**src/rtl/xnor_share_arbiter.sv**
```systemverilog
// Round-robin arbiter that time-shares one external WIDTH-bit XNOR gate among
// NREQ requesters and returns registered results over a valid/ready channel.
module xnor_share_arbiter #(
  parameter int WIDTH = 5,
  parameter int NREQ  = 4,
  parameter int IDW   = 2,
  parameter int CNTW  = 16
) (
  input  logic                  clk,
  input  logic                  rst,
  input  logic [NREQ-1:0]       req_valid,
  output logic [NREQ-1:0]       req_ready,
  input  logic [NREQ*WIDTH-1:0] req_a,
  input  logic [NREQ*WIDTH-1:0] req_b,
  output logic [WIDTH-1:0]      gate_a,
  output logic [WIDTH-1:0]      gate_b,
  input  logic [WIDTH-1:0]      gate_z,
  output logic                  rsp_valid,
  input  logic                  rsp_ready,
  output logic [IDW-1:0]        rsp_id,
  output logic [WIDTH-1:0]      rsp_z,
  output logic                  busy,
  output logic [CNTW-1:0]       op_count,
  output logic [1:0]            dbg_state
);

  // Handshakes: a transfer happens on a rising edge where valid and ready are
  // both high; valid holds (with stable payload) until that edge.
  typedef enum logic [1:0] {S_IDLE = 2'd0, S_EXEC = 2'd1, S_RESP = 2'd2} state_t;

  state_t          r_state;
  logic [IDW-1:0]  r_ptr;
  logic [WIDTH-1:0] r_op_a;
  logic [WIDTH-1:0] r_op_b;
  logic            r_rsp_valid;
  logic [IDW-1:0]  r_rsp_id;
  logic [WIDTH-1:0] r_rsp_z;
  logic [CNTW-1:0] r_op_count;

  logic            w_found;
  logic [IDW-1:0]  w_grant;
  logic [IDW-1:0]  w_idx;
  logic [NREQ-1:0] w_ready;

  function automatic logic [IDW-1:0] wrap_add(input logic [IDW-1:0] p, input int k);
    int s;
    s = (int'(p) + k) % NREQ;
    return IDW'(s);
  endfunction

  // First valid requester at or after ptr, wrapping modulo NREQ.
  always_comb begin
    w_found = 1'b0;
    w_grant = '0;
    w_idx   = '0;
    for (int k = 0; k < NREQ; k++) begin
      w_idx = wrap_add(r_ptr, k);
      if (!w_found && req_valid[w_idx]) begin
        w_found = 1'b1;
        w_grant = w_idx;
      end
    end
  end

  always_comb begin
    w_ready = '0;
    if (!rst && r_state == S_IDLE && w_found) w_ready[w_grant] = 1'b1;
  end

  always_ff @(posedge clk) begin
    if (rst) begin
      r_state     <= S_IDLE;
      r_ptr       <= '0;
      r_op_a      <= '0;
      r_op_b      <= '0;
      r_rsp_valid <= 1'b0;
      r_rsp_id    <= '0;
      r_rsp_z     <= '0;
      r_op_count  <= '0;
    end else begin
      case (r_state)
        S_IDLE: begin
          if (w_found) begin
            r_op_a   <= req_a[int'(w_grant)*WIDTH +: WIDTH];
            r_op_b   <= req_b[int'(w_grant)*WIDTH +: WIDTH];
            r_rsp_id <= w_grant;
            r_state  <= S_EXEC;
          end
        end
        S_EXEC: begin
          r_rsp_z     <= gate_z;
          r_rsp_valid <= 1'b1;
          r_state     <= S_RESP;
        end
        S_RESP: begin
          // ptr advances only here so a stalled response cannot skip anyone.
          if (rsp_ready) begin
            r_rsp_valid <= 1'b0;
            r_op_count  <= r_op_count + CNTW'(1);
            r_ptr       <= wrap_add(r_rsp_id, 1);
            r_state     <= S_IDLE;
          end
        end
        default: r_state <= S_IDLE;
      endcase
    end
  end

  assign req_ready = w_ready;
  assign gate_a    = r_op_a;
  assign gate_b    = r_op_b;
  assign rsp_valid = r_rsp_valid;
  assign rsp_id    = r_rsp_id;
  assign rsp_z     = r_rsp_z;
  assign busy      = (r_state != S_IDLE);
  assign op_count  = r_op_count;
  assign dbg_state = r_state;

endmodule

```
**config.mk**
```make
export PLATFORM = sky130hd
export DESIGN_NAME = xnor_share_arbiter
export DESIGN_NICKNAME = d
export VERILOG_FILES = /design/src/rtl/xnor_share_arbiter.sv
export SDC_FILE = /design/constraint.sdc
export NUM_CORES = 1
export LEC_CHECK = 0
export ABC_AREA = 1
export BUFFER_PORTS_ARGS = -buffer_cell sky130_fd_sc_hd__buf_2
export CORE_ASPECT_RATIO = 1.1
export CORE_MARGIN = 3
export CORE_UTILIZATION = 50
export DETAILED_ROUTE_END_ITERATION = 10
export PLACE_DENSITY = 0.8
export SLEW_MARGIN = 20
export SYNTH_ARGS = -nofsm -noshare
export SYNTH_HDL_FRONTEND = slang
export SYNTH_SLANG_ARGS = --single-unit
export TNS_END_PERCENT = 1
```
**constraint.sdc**
```tcl
create_clock -name clk -period 5.05 [get_ports clk]
set_input_delay 0.505 -clock clk [delete_from_list [all_inputs] [get_ports clk]]
set_output_delay 0.505 -clock clk [all_outputs]
set_load 0.005 [all_outputs]
```
==> Word-level counts from Yosys, hierarchy flattened <==
Index checks and enable logic that the tools add are counted.
{ "classes": {"order_cmp": 6, "n_addsub": 5, "muxes": 24, "multipliers": 1, "eq_ne": 4, "reduce_logical": 17, "shift": 2} }
{ "op_table": {"columns": ["operator", "count"], "rows": [
  ["20-bit by 32-bit variable part select with 5-bit output", 1],
  ["20-bit by 6-bit variable part select with 5-bit output", 1],
  ["16-bit by 1-bit adder with 16-bit output (second input constant)", 1],
  ["2-bit by 3-bit < comparator with 1-bit output (second input constant)", 5],
  ["2-bit 2-to-1 mux", 6],
  ["1-bit 2-to-1 mux", 10],
  ["1-bit binary-select mux with 2-bit select", 4],
  ["2-bit AND reduction", 4],
  ["1-bit logical AND", 6],
  ["2-bit one-hot mux with 3 select lines", 1],
  ["2-bit by 3-bit multiplier with 5-bit output (second input constant)", 1],
  ["2-bit by 1-bit adder with 2-bit output (second input constant)", 2],
  ["2-bit adder (second input constant)", 2],
  ["1-bit logical NOT", 4],
  ["4-bit 2-to-1 mux", 1],
  ["2-bit != test (second input constant)", 2],
  ["2-bit nonzero test", 2],
  ["1-bit demux with 2-bit select", 1],
  ["2-bit by 1-bit equality test with 1-bit output (second input constant)", 1],
  ["2-bit equality test (second input constant)", 1],
  ["2-bit by 1-bit >= comparator with 1-bit output (second input constant)", 1],
  ["2-bit logical NOT", 1],
  ["1-bit one-hot mux with 2 select lines", 1]
]} }
{ "totals": {"ff_bits": 38, "in_bits": 52, "elab_cells": 67} }

==> Depth between registers and ports, before layout <==
{ "logic_depth": {"ltp_word": 17, "ltp_mapped": 16, "mapped_depth_nobuf": 15} }

==> Least setup slack after synthesis <==
Ideal clock, no wire load.
{ "synth_timing": {"kind": "input port to output port", "start": "input req_valid[3]", "end": "output req_ready[2]", "slack_ns": 2.957, "path_stages": 10, "required_ns": 4.545, "n_path_buf": 1, "t_arrival_ns": 1.588, "path_cell_list": "inv_1 > nand2_2 > nand3_2 > nand2_1 > nor2_4 > nand2_1 > nor2_1 > nor2_4 > buf_6 > nor3_1"} }
{ "synth_via": {"elab_chain_len": 17} }
{ "synth_rtl": {"columns": ["element", "line", "text"], "rows": [
  ["start: declaration", "11", "input logic [NREQ-1:0] req_valid,"],
  ["1-bit binary-select mux with 2-bit select", "58", "if (!w_found && req_valid[w_idx]) begin"],
  ["1-bit 2-to-1 mux (implied by the code)", "58", null],
  ["1-bit 2-to-1 mux", "58", null],
  ["1-bit logical NOT", "58", null],
  ["1-bit logical AND", "58", null],
  ["1-bit 2-to-1 mux", "58", null],
  ["1-bit logical NOT", "58", null],
  ["1-bit logical AND", "58", null],
  ["1-bit 2-to-1 mux", "58", null],
  ["1-bit logical NOT", "58", null],
  ["1-bit logical AND", "58", null],
  ["2-bit 2-to-1 mux", "58", null],
  ["2-bit by 3-bit < comparator with 1-bit output (implied by the code) or 2-bit by 1-bit >= comparator with 1-bit output (tied branches)", "67", "if (!rst && r_state == S_IDLE && w_found) w_ready[w_grant] = 1'b1;"],
  ["1-bit logical AND (implied by the code)", "67", null],
  ["1-bit 2-to-1 mux (implied by the code)", "67", null],
  ["1-bit demux with 2-bit select", "67", null],
  ["4-bit 2-to-1 mux *", "67", null],
  ["end: declaration", "12", "output logic [NREQ-1:0] req_ready,"]
]} }
Every way passes the cells marked *; elsewhere a longest branch is shown, timed or not. The select of a mux whose other input is x is not followed.

==> Worst setup path after layout <==
{ "layout_timing": {"start": "register r_ptr[0]", "end": "output req_ready[0]"} }
{ "layout_via": {"elab_chain_len": 17} }
{ "layout_rtl": {"columns": ["element", "line", "text"], "rows": [
  ["start: declaration", "32", "logic [IDW-1:0] r_ptr;"],
  ["start signal: assignment", "100", "r_ptr <= wrap_add(r_rsp_id, 1);"],
  ["branches (longest 16 deep; another with 2-bit by 3-bit < comparator with 1-bit output)", null, null],
  ["4-bit 2-to-1 mux *", "67", null]
]} }
Every way passes the cells marked *. The select of a mux whose other input is x is not followed.

==> flow_summary.toml <==
[sta]
rsz0062_at_grt = "false"
worstMarginPinSlew_ps = 582.4
finalCritPeriodShare = 0.6046
slew_headroom = 0.6113
fin_setup_tns_ps = 0
fin_skew_ps = 7.883
fmax_mhz = 327.5
setup_viol = 0
slew_viol_final = 0
hold_viol = 0
fin_crit_ps = 3053

[logic_synthesis]
synthTopCellsByArea = "dfxtp_1 (34%), nand2_1 (16%), nand3_1 (9.8%)"
syn_area_per_cell_um2 = 6.338
synth_cell_types = 30
syn-cell-area_um2 = 2237
synth_cells = 353
syn-num-nets = 406
ys_warn_count = 0
yosysSeqAreaShare = 0.3400
yosysTopAreaCell = "dfxtp_1"
ys_ff_latch = 38
synth_top_area_share = 0.3400

[detailed_routing]
drt.antenna.violating_nets = 0
routed_via_density = 5.063
wl_per_cell_um = 11.71
drt_iter0_drc = 120
drc = 0
firstDrtPassIters = 4
dr_total_vias = 2486
wirelength_mm = 5.752

[clock_tree]
cts_made_buffers = 5
cts_tree = "built"
clockBufferDepth = 2
cts.repair.resized = 0
clock_sinks = 38
clkTransAtPathRegs_ps = 70
cts-root-buf = "clkbuf_8"
cts_hold_buf = 0
clk-insertion-delay-late_ps = 290
cts_htree_levels = 2
post_cts_buffers = 0

[min_path]
hp-class = "in2reg"

[power_and_ir_drop]
power_density_nw_per_um2 = 307.3
ir_worst_vdd_v = 0.0002604
p_total_uw = 847.9
p_leak_uw = 0.001480

[layout]
syn_to_final_growth_pct = 23.32
drive_gt1_frac = 0.2733
final_common_cell = "nand2_1"
layout.nets = 491
final_cell_mix = "nand2_1 (93), buf_2 (92), nor2_1 (47)"
n_antenna_cell = 0

[global_route]
grt_max_degree = 26
antenna_found_initial = 0
grt_pass1_wl_mm = 9.680
grt-ovfl-total = 0
grt_pass1_vias = 2236
grt_use_total = 0.2162

[worst_setup_path]
worstPathRequired_ps = 4550
cp.arrival_ps = 2550
r2r_start = "r_ptr[0]"
r2r_end = "gate_b[1]"
rr_worst_depth = 13
crit_fanout = 25
critical_path_class = "reg2out"
end_kind = "output port"
crit_start = "r_ptr[0]"
startpoint_type = "register"
r2r_slack_ps = 2660
critPathCapture = "req_ready[0]"

[status]
outcome = "finished clean"

[job]
drv_cap = 0

[placement]
place.gp.congestion = 0.7989
hpwl_mm = 4.298
io_buffers = 92

[die]
die_area_um2 = 5314
initial_utilization = 0.5399
dieHeight_um = 76.16
ioPinCount = 93
core-area_um2 = 4144
rows = 24
die_w_um = 69.78
[per-stage QoR]
step	std cells	hold WS (ps)	area (um2)	utilization	setup WS (ps)
detailed placement	483	450.7	2664	0.6428	2357
floorplan	353	450.6	2237	-	2957
global route	491	452.3	2759	0.6658	1700
CTS	491	431.2	2759	0.6658	2029
global placement	483	447.2	2664	0.6428	2438
finish	491	433.7	2759	0.6658	1997
[worst max-delay path, stage by stage, from the launching register on]
cell and delay [ps]:
dfxtp_1 610, inv_2 160, nand2_1 110, nand2_2 80
nand2_1 60, nand2_1 60, a21oi_1 170, nand2_2 230
nand2_4 310, inv_1 150, nor3_1 180, buf_2 140
[worst min path at each step]
stage                 startpoint            to  slack [ps]  depth (start not counted)
finish                 gate_z[1]      rsp_z[1]         430                          3
global route           gate_z[0]      rsp_z[0]         450                          3
CTS                    gate_z[0]      rsp_z[0]         430                          3
detailed placement  op_count[15]  op_count[15]         450                          2
global placement    op_count[15]  op_count[15]         450                          2
floorplan           op_count[15]  op_count[15]         450                          2
[sequential cells by signal (all words and copies together), names as in the netlist]
name,cells
r_ptr,2
rsp_z,5
gate_b,5
rsp_valid,1
gate_a,5
dbg_state,2
rsp_id,2
op_count,16
[cell type report]
class,count,area (um2)
multi-input combinational,263,1235
clock inverter,2,12.51
tap,52,65.06
inverter,38,142.6
sequential,38,760.7
timing repair buffer,92,460.4
fill,391,1385
clock buffer,6,82.58
[cells in the mapped netlist]
master and number:
xnor2_1 1, xor2_1 3, nand2_1 93, o21a_1 1, inv_2 3, buf_4 2, nor2_2 3, o21ai_1 5
dfxtp_1 38, nor3_1 10, buf_2 1, nand2_4 2, and3_1 1, nor3b_1 1, nand3_2 3, nand2_2 7
nand3_1 44, nand3b_1 1, nand4_1 4, buf_1 1, inv_1 35, buf_6 5, nor2_1 47, a21boi_0 1
clkbuf_1 5, a211oi_1 1, o21ai_0 15, nor2_4 2, ha_1 1, a21oi_1 17
[layer usage]
metal / part of all wire / up-vias / GRT usage / wire (um)
met2: 0.49 / 68 / 0.3667 / 2802
met5: 0 / - / 0 / 0
met3: 0.066 / 9 / 0.06596 / 378
li1: - / 1296 / - / -
met1: 0.44 / 1113 / 0.2664 / 2512
met4: 0.010 / 0 / 0.05172 / 59
[report_power, final]
group          internal [uW]  switching [uW]
registers                332            22.1
logic                    104             171
clock network            110             108
[logic make-up (layout without fill, tap and decap cells)]
family,after synthesis,count (layout),share of synthesized area
xor+xnor,4,4,0.01566
fa+ha+maj,1,1,0.005592
simple gates,218,218,0.4379
buf+inv,52,138,0.1079
compound gates,40,40,0.09284
flops,38,38,0.3400
(Power assumes the default switching activity.)
